$ cat src/rtl/enigma_rotor_stepper.sv
// enigma_rotor_stepper
// Rotor-position controller for the Enigma datapath. Each accepted keypress
// advances the three rotor offsets, then waits a settle window before
// pulsing step_done so the combinational cipher path can be latched.
//
// Build option: define DOUBLE_STEP_EN for historical Enigma I stepping
// (middle-rotor double step). Without it the rotors step like an odometer.
//
// state  | meaning
// IDLE   | waiting for a key or a load
// SETTLE | positions updated, counting down the settle window
// DONE   | step_done high for this single cycle

module enigma_rotor_stepper #(
    parameter int NOTCH1        = 16,
    parameter int NOTCH2        = 4,
    parameter int SETTLE_CYCLES = 4
) (
    input  logic       clk,
    input  logic       rst_n,
    input  logic       key_valid,
    input  logic       load,
    input  logic [4:0] load_pos1,
    input  logic [4:0] load_pos2,
    input  logic [4:0] load_pos3,
    output logic [4:0] rotate1,
    output logic [4:0] rotate2,
    output logic [4:0] rotate3,
    output logic       busy,
    output logic       step_done,
    output logic       key_drop
);

    typedef enum logic [1:0] {IDLE, SETTLE, DONE} state_t;

    localparam logic [4:0] N1       = 5'(NOTCH1);
    localparam logic [4:0] N2       = 5'(NOTCH2);
    localparam logic [3:0] CNT_INIT = 4'(SETTLE_CYCLES - 1);

    state_t     state, state_nx;
    logic [3:0] cnt, cnt_nx;
    logic [4:0] rot1_nx, rot2_nx, rot3_nx;
    logic       busy_nx, done_nx, drop_nx;
    logic       adv2, adv3;

    function automatic logic [4:0] wrap_inc(input logic [4:0] p);
        return (p >= 5'd25) ? 5'd0 : p + 5'd1;
    endfunction

    // Load values 26..31 fold back into the 0..25 range.
    function automatic logic [4:0] mod26(input logic [4:0] v);
        return (v >= 5'd26) ? v - 5'd26 : v;
    endfunction

    // Turnover decisions on the pre-step positions.
    always_comb begin
`ifdef DOUBLE_STEP_EN
        adv2 = (rotate1 == N1) || (rotate2 == N2);
        adv3 = (rotate2 == N2);
`else
        adv2 = (rotate1 == N1);
        adv3 = (rotate2 == N2) && (rotate1 == N1);
`endif
    end

    // Next-state and next-output logic; load overrides everything.
    always_comb begin
        state_nx = state;
        cnt_nx   = cnt;
        rot1_nx  = rotate1;
        rot2_nx  = rotate2;
        rot3_nx  = rotate3;
        busy_nx  = busy;
        done_nx  = 1'b0;
        drop_nx  = 1'b0;
        if (load) begin
            rot1_nx  = mod26(load_pos1);
            rot2_nx  = mod26(load_pos2);
            rot3_nx  = mod26(load_pos3);
            state_nx = IDLE;
            busy_nx  = 1'b0;
            cnt_nx   = 4'd0;
            drop_nx  = key_valid;
        end else begin
            case (state)
                IDLE: begin
                    if (key_valid) begin
                        rot1_nx  = wrap_inc(rotate1);
                        if (adv2) rot2_nx = wrap_inc(rotate2);
                        if (adv3) rot3_nx = wrap_inc(rotate3);
                        state_nx = SETTLE;
                        busy_nx  = 1'b1;
                        cnt_nx   = CNT_INIT;
                    end
                end
                SETTLE: begin
                    drop_nx = key_valid;
                    if (cnt == 4'd0) begin
                        state_nx = DONE;
                        done_nx  = 1'b1;
                    end else begin
                        cnt_nx = cnt - 4'd1;
                    end
                end
                DONE: begin
                    drop_nx  = key_valid;
                    state_nx = IDLE;
                    busy_nx  = 1'b0;
                end
                default: begin
                    state_nx = IDLE;
                    busy_nx  = 1'b0;
                end
            endcase
        end
    end

    // State and registered outputs.
    always_ff @(posedge clk or negedge rst_n) begin
        if (!rst_n) begin
            state     <= IDLE;
            cnt       <= 4'd0;
            rotate1   <= 5'd0;
            rotate2   <= 5'd0;
            rotate3   <= 5'd0;
            busy      <= 1'b0;
            step_done <= 1'b0;
            key_drop  <= 1'b0;
        end else begin
            state     <= state_nx;
            cnt       <= cnt_nx;
            rotate1   <= rot1_nx;
            rotate2   <= rot2_nx;
            rotate3   <= rot3_nx;
            busy      <= busy_nx;
            step_done <= done_nx;
            key_drop  <= drop_nx;
        end
    end

endmodule
$ cat config.mk
export PLATFORM = sky130hd
export DESIGN_NAME = enigma_rotor_stepper
export DESIGN_NICKNAME = d
export VERILOG_FILES = /design/src/rtl/enigma_rotor_stepper.sv
export SDC_FILE = /design/constraint.sdc
export NUM_CORES = 1
export LEC_CHECK = 0
export CORE_ASPECT_RATIO = 0.5
export CORE_UTILIZATION = 30
export CTS_BUF_LIST = sky130_fd_sc_hd__clkbuf_2 sky130_fd_sc_hd__clkbuf_4 sky130_fd_sc_hd__clkbuf_8
export CTS_CLUSTER_SIZE = 16
export DETAILED_ROUTE_END_ITERATION = 10
export PLACE_DENSITY = 0.58
export SLEW_MARGIN = 20
export SYNTH_ARGS = -nofsm -noshare
export SYNTH_HDL_FRONTEND = slang
export SYNTH_SLANG_ARGS = --single-unit
$ cat constraint.sdc
create_clock -name clk -period 2.25 [get_ports clk]
set_input_delay 0.45 -clock clk [delete_from_list [all_inputs] [get_ports clk]]
set_output_delay 0.45 -clock clk [all_outputs]
set_load 0.02 [all_outputs]
Word level (Yosys, flattened, before mapping)
Cells that the tools add are included.
{"block": "word_totals", "mem_bits_rw": 0, "mem_bits_ro": 0, "ff_bits": 24, "mem_count": 0, "latch_bits": 0, "word_cells": 77}
{"block": "op_classes", "n_eq_ne": 8, "shifts": 0, "div": 0, "order_cmp": 6, "n_addsub": 7, "n_mul": 0, "bitwise": 0, "reduce_logical": 15, "muxes": 33}
{"operator": "$mux 5", "count": 17}
{"operator": "$ge 5x5->1 const B", "count": 6}
{"operator": "$add 5x1->5 const B", "count": 3}
{"operator": "$sub 5x5->5 const B", "count": 3}
{"operator": "$mux 4", "count": 3}
{"operator": "$ne 3x3->1 const B", "count": 3}
{"operator": "$reduce_and 3->1", "count": 3}
{"operator": "$pmux 4 s2", "count": 1}
{"operator": "$reduce_bool 2->1", "count": 4}
{"operator": "$mux 1", "count": 7}
{"operator": "$mux 2", "count": 3}
{"operator": "$reduce_and 2->1", "count": 3}
{"operator": "$eq 5x3->1 const B", "count": 1}
{"operator": "$eq 5x5->1 const B", "count": 1}
{"operator": "$logic_not 4->1", "count": 1}
{"operator": "$pmux 2 s2", "count": 1}
{"operator": "$sub 4x1->4 const B", "count": 1}
{"operator": "$reduce_bool 3->1", "count": 1}
{"operator": "$eq 2x1->1 const B", "count": 1}
{"operator": "$eq 2x2->1 const B", "count": 1}
{"operator": "$logic_not 2->1", "count": 1}
{"operator": "$ne 2x2->1 const B", "count": 1}
{"operator": "$pmux 1 s2", "count": 1}
{"operator": "$reduce_or 2->1", "count": 1}
{"operator": "$logic_and 1x1->1", "count": 1}

Longest topological paths before layout
Gate-level depths: netlist (run 1).
{"block": "logic_depth", "depth_word": 6, "depth_mapped": 7}

Worst setup path after synthesis (run 1)
OpenSTA, ideal clock, no wires.
{"block": "synth_path", "kind": "reg2reg", "startpoint": "reg rotate3[1]", "endpoint": "reg rotate3[1]", "stages_incl_launch_ff": 7, "t_arrival_ns": 1.928, "setup_ns": 0.069, "period_less_slack_ns": 1.997, "required_time_ns": 2.181, "setup_slack_ns": 0.253, "cell_sequence": "dfrtp_1 -> inv_1 -> ha_1 -> or4_1 -> and3_1 -> or4_1 -> nand3_1"}
{"block": "synth_between", "elab_chain_len": 6}
{"item": "from (decl)", "line_no": "28", "source": "output logic [4:0] rotate3,"}
{"item": "from (signal assigned)", "line_no": "134", "source": "rotate3 <= rot3_nx;"}
{"item": "$add 5x1->5 / $ge 5x5->1 (equally long branches)", "line_no": "47", "source": "return (p >= 5'd25) ? 5'd0 : p + 5'd1;"}
{"item": "$mux 5 (*)", "line_no": "47"}
{"item": "$mux 5 (*)", "line_no": "90", "source": "if (adv3) rot3_nx = wrap_inc(rotate3);"}
{"item": "$mux 5 (*)", "line_no": "87", "source": "if (key_valid) begin"}
{"item": "$mux 5 (*)", "line_no": "85", "source": "case (state)"}
{"item": "$mux 5 (*)", "line_no": "76", "source": "if (load) begin"}
Every way passes the cells marked *; elsewhere a longest branch is shown, timed or not. The select of a mux whose other input is x is not followed.
A chain may end at the register's enable or synchronous reset.

Final worst setup path (run 1)
{"block": "layout_path", "startpoint": "reg rotate1[0]", "endpoint": "reg rotate3[3]"}
{"block": "layout_between", "elab_chain_len": 4}
{"item": "from (decl)", "line_no": "26", "source": "output logic [4:0] rotate1,"}
{"item": "from (signal assigned)", "line_no": "132", "source": "rotate1 <= rot1_nx;"}
{"item": "$eq 5x5->1", "line_no": "62", "source": "adv3 = (rotate2 == N2) && (rotate1 == N1);"}
{"item": "$logic_and 1x1->1", "line_no": "62"}
{"item": "$reduce_bool 2->1 (no source line)"}
{"item": "$reduce_and 3->1 (no source line)"}
Every way passes these cells.

==> metrics, run 1 <==
Top Usage Layer GRT=met2; maximum vdd drop=0.0002880 V; area delta synth->final=29.43%; Total GRT Usage=14.03%; final routed DRC violation total=0; dpl cell area=2281 µm²; Crit Reg-Reg Startpoint=rotate1[0]$_DFFE_PN0P_; met2 usage=24.49%; crit path launch type=flip-flop; DIE HEIGHT=56.88 µm; Antenna Nets Post-Route=0; WL/cell=12.81 µm; Max clock buf depth=2; Slew @ Worst Pin=0.5575 ns; kind of critical path=flip-flop to flip-flop; register area share after synthesis=33.24%; ys flop type=dfrtp_1; PD cells=778.6 nW/µm²; Final Hold Viols=0; initial antenna violation count=0; Vias=1692; FF-to-FF path depth=6; crit share post-route=91.90%; cells after synthesis=211; TritonCTS clock tree=yes; headroom to the max-slew limit=62.33%; area share of the largest cell type after synthesis=33.24%; maximum clock rate=483.6 MHz; register area=600.6 µm²; initial drt markers=50; synth warn=0; #FFs+latches synth=24; crit path DAT=2.26 ns; post-layout util=41.51%; R2R setup slack=0.18 ns; Post-synth EDFFs=0; Multi-input gate area=1095 µm²; leakage=0.0009855 µW; layout cells sized above 1=6.773%; post-route cell area=2338 µm²; core area=5634 µm²; Final Skew=0.008616 ns; dominant cell type by area after synthesis=dfrtp_1; vias per cell=5.222; Buffers on Ports=36; Synth async-reset ratio=100.0%; GR Util met3=2.700%; top post-synthesis cells by area=dfrtp_1 33%, ha_1 11%, inv_1 3.9%, nand3_1 3.9%, a21oi_1 3.6%; Synth Net Count=246; filler cell count=554; Die X=111.8 µm; Placer Congestion=0.8256; DRT Wirelength=4149 µm; most common cell in the synthesized netlist=dfrtp_1; Clk pin slew, worst setup/hold paths=0.09 ns; Rows=19; drt pass-1 iters=4; Max-cap violations=0; met1 Usage GRT=18.30%; Post-synth top cells=24 x dfrtp_1, 19 x inv_1, 17 x nor2_1; min-delay worst type=primary input to async pin; clk_lat worst skew=0.27 ns; vias in the first global route=1547; CTS Hold Buffers Added=0; Die ar.=6356 µm²; CP required=2.44 ns; post_cts resized=0; CTS Root Cell=clkbuf_8; Mapped Avg Cell Area=8.563 µm²; gr ovfl total=0; Mapped Area=1807 µm²; largest net degree at the start of global routing=45; Initial Utilization=32.07%; reg2reg end=rotate3[3]$_DFFE_PN0P_; CP Capture Type=flip-flop; global-route wire length before repair=7169 µm; # diodes=0; RSZ-0062 raised after global routing=no; Setup Viol. Count Final=0; Worst Path Max Fanout=8; outcome=complete, no violations; Clock Sinks=24; Final min period=2.068 ns; H-tree levels=1; postcts setup bufs=0; Num CTS Buffers=3; Final HPWL DP=3157 µm; I/O pins=37; # nets final=287; Final Slew Violations=0; unique cell type count in the Yosys netlist=49
## how the worst max path moves through the flow
stage,cells after the start,start,end
2_1_floorplan,6,rotate3[1]$_DFFE_PN0P_,rotate3[1]$_DFFE_PN0P_
3_3_place_gp,5,key_valid,rotate3[3]$_DFFE_PN0P_
3_5_place_dp,5,key_valid,rotate3[3]$_DFFE_PN0P_
4_1_cts,6,state[0]$_DFFE_PN0P_,rotate3[3]$_DFFE_PN0P_
5_1_grt,6,rotate1[0]$_DFFE_PN0P_,rotate3[3]$_DFFE_PN0P_
6_report,6,rotate1[0]$_DFFE_PN0P_,rotate3[3]$_DFFE_PN0P_
## through the flow
| step | hold WS [ns] | cells | worst slack, ns | TNS [ns] | total power (µW) |
|---|---|---|---|---|---|
| global placement | 0.5383 | 320 | -0.01336 | -0.01336 | 1506 |
| global route | 0.5511 | 324 | 0.02188 | 0 | 1971 |
| floorplan | 0.1544 | 211 | 0.2531 | 0 | 1216 |
| finish | 0.5363 | 324 | 0.1822 | 0 | 1821 |
| detailed placement | 0.5562 | 320 | -0.02831 | -0.02831 | 1530 |
| CTS | 0.5360 | 324 | 0.1370 | 0 | 1845 |
## cells in the final DEF, fill, tap and decap left out, types with 3 or more instances in the layout
cell type         n
a211o_1           3
a21oi_1          13
a311oi_1          3
buf_4             6
clkbuf_8          4
clkdlybuf4s50_1  36
dfrtp_1          24
ha_1             15
inv_1            19
nand2_1          10
nand2b_1          4
nand3_1          14
nand3b_1          3
nor2_1           17
nor2b_1           4
nor3_1            6
nor4_1            4
o211ai_1          7
o21ai_0          13
o21bai_1          3
or4_1             6
## where the power goes
group / internal [µW] / total (µW) / switching, µW
combinational: 418 / 887 / 469
sequential: 531 / 634 / 103
clock: 156 / 300 / 144
## critical path, cell delays in order, from the launching register on
cell	delay, ns
dfrtp_1	0.46
inv_1	0.11
ha_1	0.16
nand3b_1	0.16
or3_1	0.51
or4_1	0.50
o211ai_1	0.10
## state kept, by name, indices dropped and copies added, names as in the netlist
name,count
busy,1
cnt,4
key_drop,1
rotate1,5
rotate2,5
rotate3,5
state,2
step_done,1
## metal layers
layer	vias to the layer above	routed length (µm)
met5	-	0
met4	0	24
met3	2	113
met2	24	1934
met1	808	2077
li1	858	-
## logic make-up (layout without fill, tap and decap cells)
family | Yosys count | in the layout | synth area share, %
AO/OA/AOI/OAI | 58 | 58 | 21.26
XOR/XNOR | 2 | 2 | 0.9697
adder cells (fa/ha/maj) | 16 | 16 | 11.08
buffers and inverters | 26 | 66 | 6.301
flip-flops | 24 | 24 | 33.24
multiplexers | 2 | 2 | 1.108
AND/OR/NAND/NOR | 83 | 83 | 26.04
## cell type report
cell class,instances,area share (%)
multi-input cells,161,46.82
flip-flops and latches,24,25.68
repair buffers,43,18.19
well taps,73,3.906
inverters,19,3.050
clock buffers,4,2.354
(Power assumes the default switching activity.)
==> inputs of run 2 (changes only) <==
==> constraint.sdc (replaced) <==
create_clock -name clk -period 2.25 [get_ports clk]
set_input_delay 0.675 -clock clk [delete_from_list [all_inputs] [get_ports clk]]
set_output_delay 0.675 -clock clk [all_outputs]
set_load 0.02 [all_outputs]
==> run 2 against run 1 <==
Compared with the run above:
- clock skew barely moved
- power rose by 7.3%
- sequential power fell by 1%
- non-clock buffer count grew 6
- utilization is 1.0 points higher
- sequential share of layout area fell by 0.63 points
- maximum frequency is 6.1% lower
- critical path type is now primary input to flip-flop
==> metrics, run 2 (synthesis gave the netlist of run 1 again) <==
crit path DAT=2.40 ns; # diodes=0; area delta synth->final=32.69%; dpl cell area=2326 µm²; CTS Root Cell=clkbuf_8; crit share post-route=97.89%; headroom to the max-slew limit=60.29%; postcts setup bufs=0; DIE HEIGHT=56.88 µm; pre-CTS setup slack=-0.2558 ns; vias in the first global route=1587; Rows=19; Antenna Nets Post-Route=0; H-tree levels=1; Die X=111.8 µm; WL/cell=13.15 µm; Final WS setup=0.04747 ns; delay of the slowest critical-path stage=0.53 ns; CP cell instances=clkdlybuf4s50_1, nand3b_4, or3_1, or4_1, o211ai_1; R2R setup slack=0.18 ns; Max clock buf depth=2; PD cells=814.8 nW/µm²; Final Skew=0.008539 ns; leakage=0.001021 µW; gr ovfl total=0; Vias=1714; drt pass-1 iters=5; TritonCTS clock tree=yes; clk_lat worst skew=0.28 ns; Die ar.=6356 µm²; layout cells sized above 1=8.560%; kind of critical path=primary input to flip-flop; Final min period=2.203 ns; final routed DRC violation total=0; initial antenna violation count=0; largest registers=rotate1 x5, rotate2 x5, rotate3 x5; Num CTS Buffers=3; CP top delay family=simple AND/OR/NAND/NOR gates; Setup Viol. Count Final=0; Final Hold Viols=0; Buffers on Ports=36; Final Slew Violations=0; Clock Sinks=24; crit path buf inv count=1; min-delay worst type=flip-flop to flip-flop; core area=5634 µm²; Worst Path Max Fanout=8; Clk pin slew, worst setup/hold paths=0.10 ns; initial drt markers=86; Slew @ Worst Pin=0.5877 ns; leading cell types in the layout, fill and taps excluded=36 x clkdlybuf4s50_1, 24 x dfrtp_1, 19 x inv_1, 17 x nor2_1, 16 x ha_1; RSZ-0062 raised after global routing=no; maximum clock rate=454.0 MHz; Initial Utilization=32.07%; Slowest cell on crit path=clkdlybuf4s50_1; Placer Congestion=0.8380; vias per cell=5.194; Final HPWL DP=3275 µm; Total GRT Usage=14.37%; maximum vdd drop=0.0003097 V; commonest non-fill, non-tap cell in the layout=clkdlybuf4s50_1; crit path launch type=primary input; post_cts resized=0; # nets final=293; I/O pins=37; DRT Wirelength=4339 µm; Max-cap violations=0; hold_ws=0.5699 ns; largest net degree at the start of global routing=45; outcome=complete, no violations; CP required=2.44 ns; global-route wire length before repair=7300 µm; post-route cell area=2397 µm²; CTS Hold Buffers Added=0; CP Capture Type=flip-flop
## run 2: power breakdown
group | switching, µW | internal (µW) | total, µW
Combinational | 489 | 444 | 933
Clock | 155 | 238 | 394
Sequential | 95.9 | 530 | 626
## run 2: per-stage QoR
step,util (%),total power [µW],instances,TNS (ns)
finish,42.55,1953,330,0
global route,42.55,2103,330,0
CTS,42.55,1975,330,0
detailed placement,41.28,1571,326,-1.153
global placement,41.28,1545,326,-1.016
floorplan,-,1216,211,0
## run 2: cell type report
class,instances,area [µm²]
Sequential cell,24,600.6
Inverter,19,71.32
Tap cell,73,91.34
Clock inverter,1,30.03
Timing Repair Buffer,49,470.5
Clock buffer,3,41.29
Fill cell,560,3237
Multi-Input combinational cell,161,1092
## run 2: final timing paths
| kind | startpoint | end | cells past startpoint |
|---|---|---|---|
| min | state[0]$_DFFE_PN0P_ | state[0]$_DFFE_PN0P_ | 2 |
| min in group asynchronous | rst_n | cnt[0]$_DFFE_PN0P_ | 2 |
| max | key_valid | rotate3[3]$_DFFE_PN0P_ | 5 |
| max reg2reg | rotate2[0]$_DFFE_PN0P_ | rotate2[0]$_DFFE_PN0P_ | 5 |
| min reg2reg | state[0]$_DFFE_PN0P_ | state[0]$_DFFE_PN0P_ | 2 |
| max in group asynchronous | rst_n | rotate2[4]$_DFFE_PN0P_ | 2 |
## run 2: tightest hold or removal path, cell delays in order, from the launching register on
cell     delay (ns)
dfrtp_1        0.38
mux2i_1        0.07
nor2_1         0.08
## run 2: per-layer routing
metal	track usage, %	wire length (µm)	vias to the layer above
li1	-	-	872
met1	18.46	2089	801
met2	24.93	2052	35
met3	3.132	165	6
met4	2.896	31	0
met5	0	0	-
==> inputs of run 3 (changes only) <==
Settings changed: PLACE_DENSITY 0.58 to not set, PLACE_DENSITY_LB_ADDON set to 0.25.
==> run 3 against run 2 <==
Compared with the run above:
- non-clock buffer count is 4 lower
- the run now ends with DRC left
- largest cell class unchanged
- worst hold slack worse by 0.0019 ns
- register-to-register slack hardly changed
==> metrics, run 3 (synthesis gave the netlist of run 1 again) <==
outcome=complete, but fails checks; failing checks=DRC; Total GRT Usage=14.47%; # nets final=289; CTS Hold Buffers Added=0; leakage=0.001005 µW; Multi-input gate area=1104 µm²; leading cell types in the layout, fill and taps excluded=36 x clkdlybuf4s50_1, 24 x dfrtp_1, 19 x inv_1, 17 x nor2_1, 16 x ha_1; FF-to-FF path depth=6; maximum vdd drop=0.0003726 V; crit path launch type=primary input; Rows=19; Clock Sinks=24; initial antenna violation count=0; H-tree levels=1; global-route wire length before repair=7348 µm; Crit Reg-Reg Startpoint=rotate1[1]$_DFFE_PN0P_; commonest non-fill, non-tap cell in the layout=clkdlybuf4s50_1; cell count after placement=322; core area=5634 µm²; reg2reg end=rotate3[3]$_DFFE_PN0P_; Vias=1670; vias in the first global route=1587; clk_lat worst skew=0.27 ns; WHS Endpoint=busy$_DFFE_PN0P_; drt pass-1 iters=7; area delta synth->final=31.65%; Clk pin slew, worst setup/hold paths=0.09 ns; Setup Viol. Count Final=0; CP required=2.44 ns; filler cell count=577; kind of critical path=primary input to flip-flop; Pwr Total=1924 µW; TritonCTS clock tree=yes; R2R setup slack=0.18 ns; PD cells=808.9 nW/µm²; initial drt markers=75; vias per cell=5.123; Num CTS Buffers=3; register area=600.6 µm²; largest net degree at the start of global routing=45; Slew @ Worst Pin=0.5752 ns; Antenna Nets Post-Route=0; largest registers=rotate1 x5, rotate2 x5, rotate3 x5; Final HPWL DP=3186 µm; crit share post-route=95.68%; hold_ws=0.5680 ns; Die X=111.8 µm; hold_sp=busy$_DFFE_PN0P_; Max-cap violations=0; RSZ-0062 raised after global routing=no; I/O pins=37; Final min period=2.153 ns; WL/cell=12.88 µm; worst hold stages=2; Final Slew Violations=0; layout cells sized above 1=7.905%; CP Capture Type=flip-flop; Placer Congestion=0.7660; Buffers on Ports=36; CTS Root Cell=clkbuf_8; Die ar.=6356 µm²; headroom to the max-slew limit=61.13%; non-filler cells, final=326; crit path DAT=2.34 ns; # diodes=0; Max clock buf depth=2; DRT Wirelength=4199 µm; Final Skew=0.006595 ns; Worst Path Max Fanout=10; maximum clock rate=464.5 MHz; final routed DRC violation total=1; min-delay worst type=flip-flop to flip-flop; setup TNS after final layout=0 ns; DIE HEIGHT=56.88 µm; gr ovfl total=0; postcts setup bufs=0; Final Hold Viols=0; Initial Utilization=32.07%
## run 3: worst max path at each step
stage	endpoint	startpoint	depth (start not counted)	slack, ns
6_report	rotate3[3]$_DFFE_PN0P_	key_valid	5	0.1
3_5_place_dp	rotate3[3]$_DFFE_PN0P_	key_valid	5	-0.29
5_1_grt	rotate3[3]$_DFFE_PN0P_	rotate1[1]$_DFFE_PN0P_	6	0.07
2_1_floorplan	rotate3[3]$_DFFE_PN0P_	key_valid	6	0.15
3_3_place_gp	rotate3[3]$_DFFE_PN0P_	key_valid	5	-0.25
4_1_cts	rotate3[3]$_DFFE_PN0P_	key_valid	5	0.09
## run 3: per-stage QoR
step / setup WS, ns / instance area [µm²] / utilization, %
2_1_floorplan: 0.1525 / 1807 / -
3_3_place_gp: -0.2494 / 2296 / 40.75
3_5_place_dp: -0.2891 / 2296 / 40.75
4_1_cts: 0.09383 / 2372 / 42.11
5_1_grt: 0.06569 / 2379 / 42.22
6_report: 0.09728 / 2379 / 42.22
## run 3: metal layers
metal | GRT usage (%) | routed length (µm) | up-vias
met2 | 24.67 | 1970 | 22
met1 | 19.34 | 2077 | 789
li1 | - | - | 855
met5 | 0 | 0 | -
met4 | 2.317 | 26 | 0
met3 | 2.808 | 125 | 4
## run 3: cell type report
type	count	share of cell area (%)
clock inverter	1	1.262
multi-input combinational	161	46.40
inverter	19	2.998
tap	73	3.840
clock buffer	3	1.736
sequential	24	25.25
timing repair buffer	45	18.52
## run 3: worst max-delay path, cell delays in order
cell             delay [ns]
clkdlybuf4s50_1        0.53
nand3b_4               0.10
or3_4                  0.44
or4_1                  0.49
o211ai_1               0.10
## run 3: power by group
part	internal, µW	switching, µW	total (µW)
combinational	429	474	902
clock	238	151	389
sequential	530	102	632
total	1200	727	1920
## run 3: what timing repair did
item / CTS / global route
endpoints found under the setup margin: 1 / 1
resized for setup: 1 / 1
hold endpoints to repair: 0 / 0
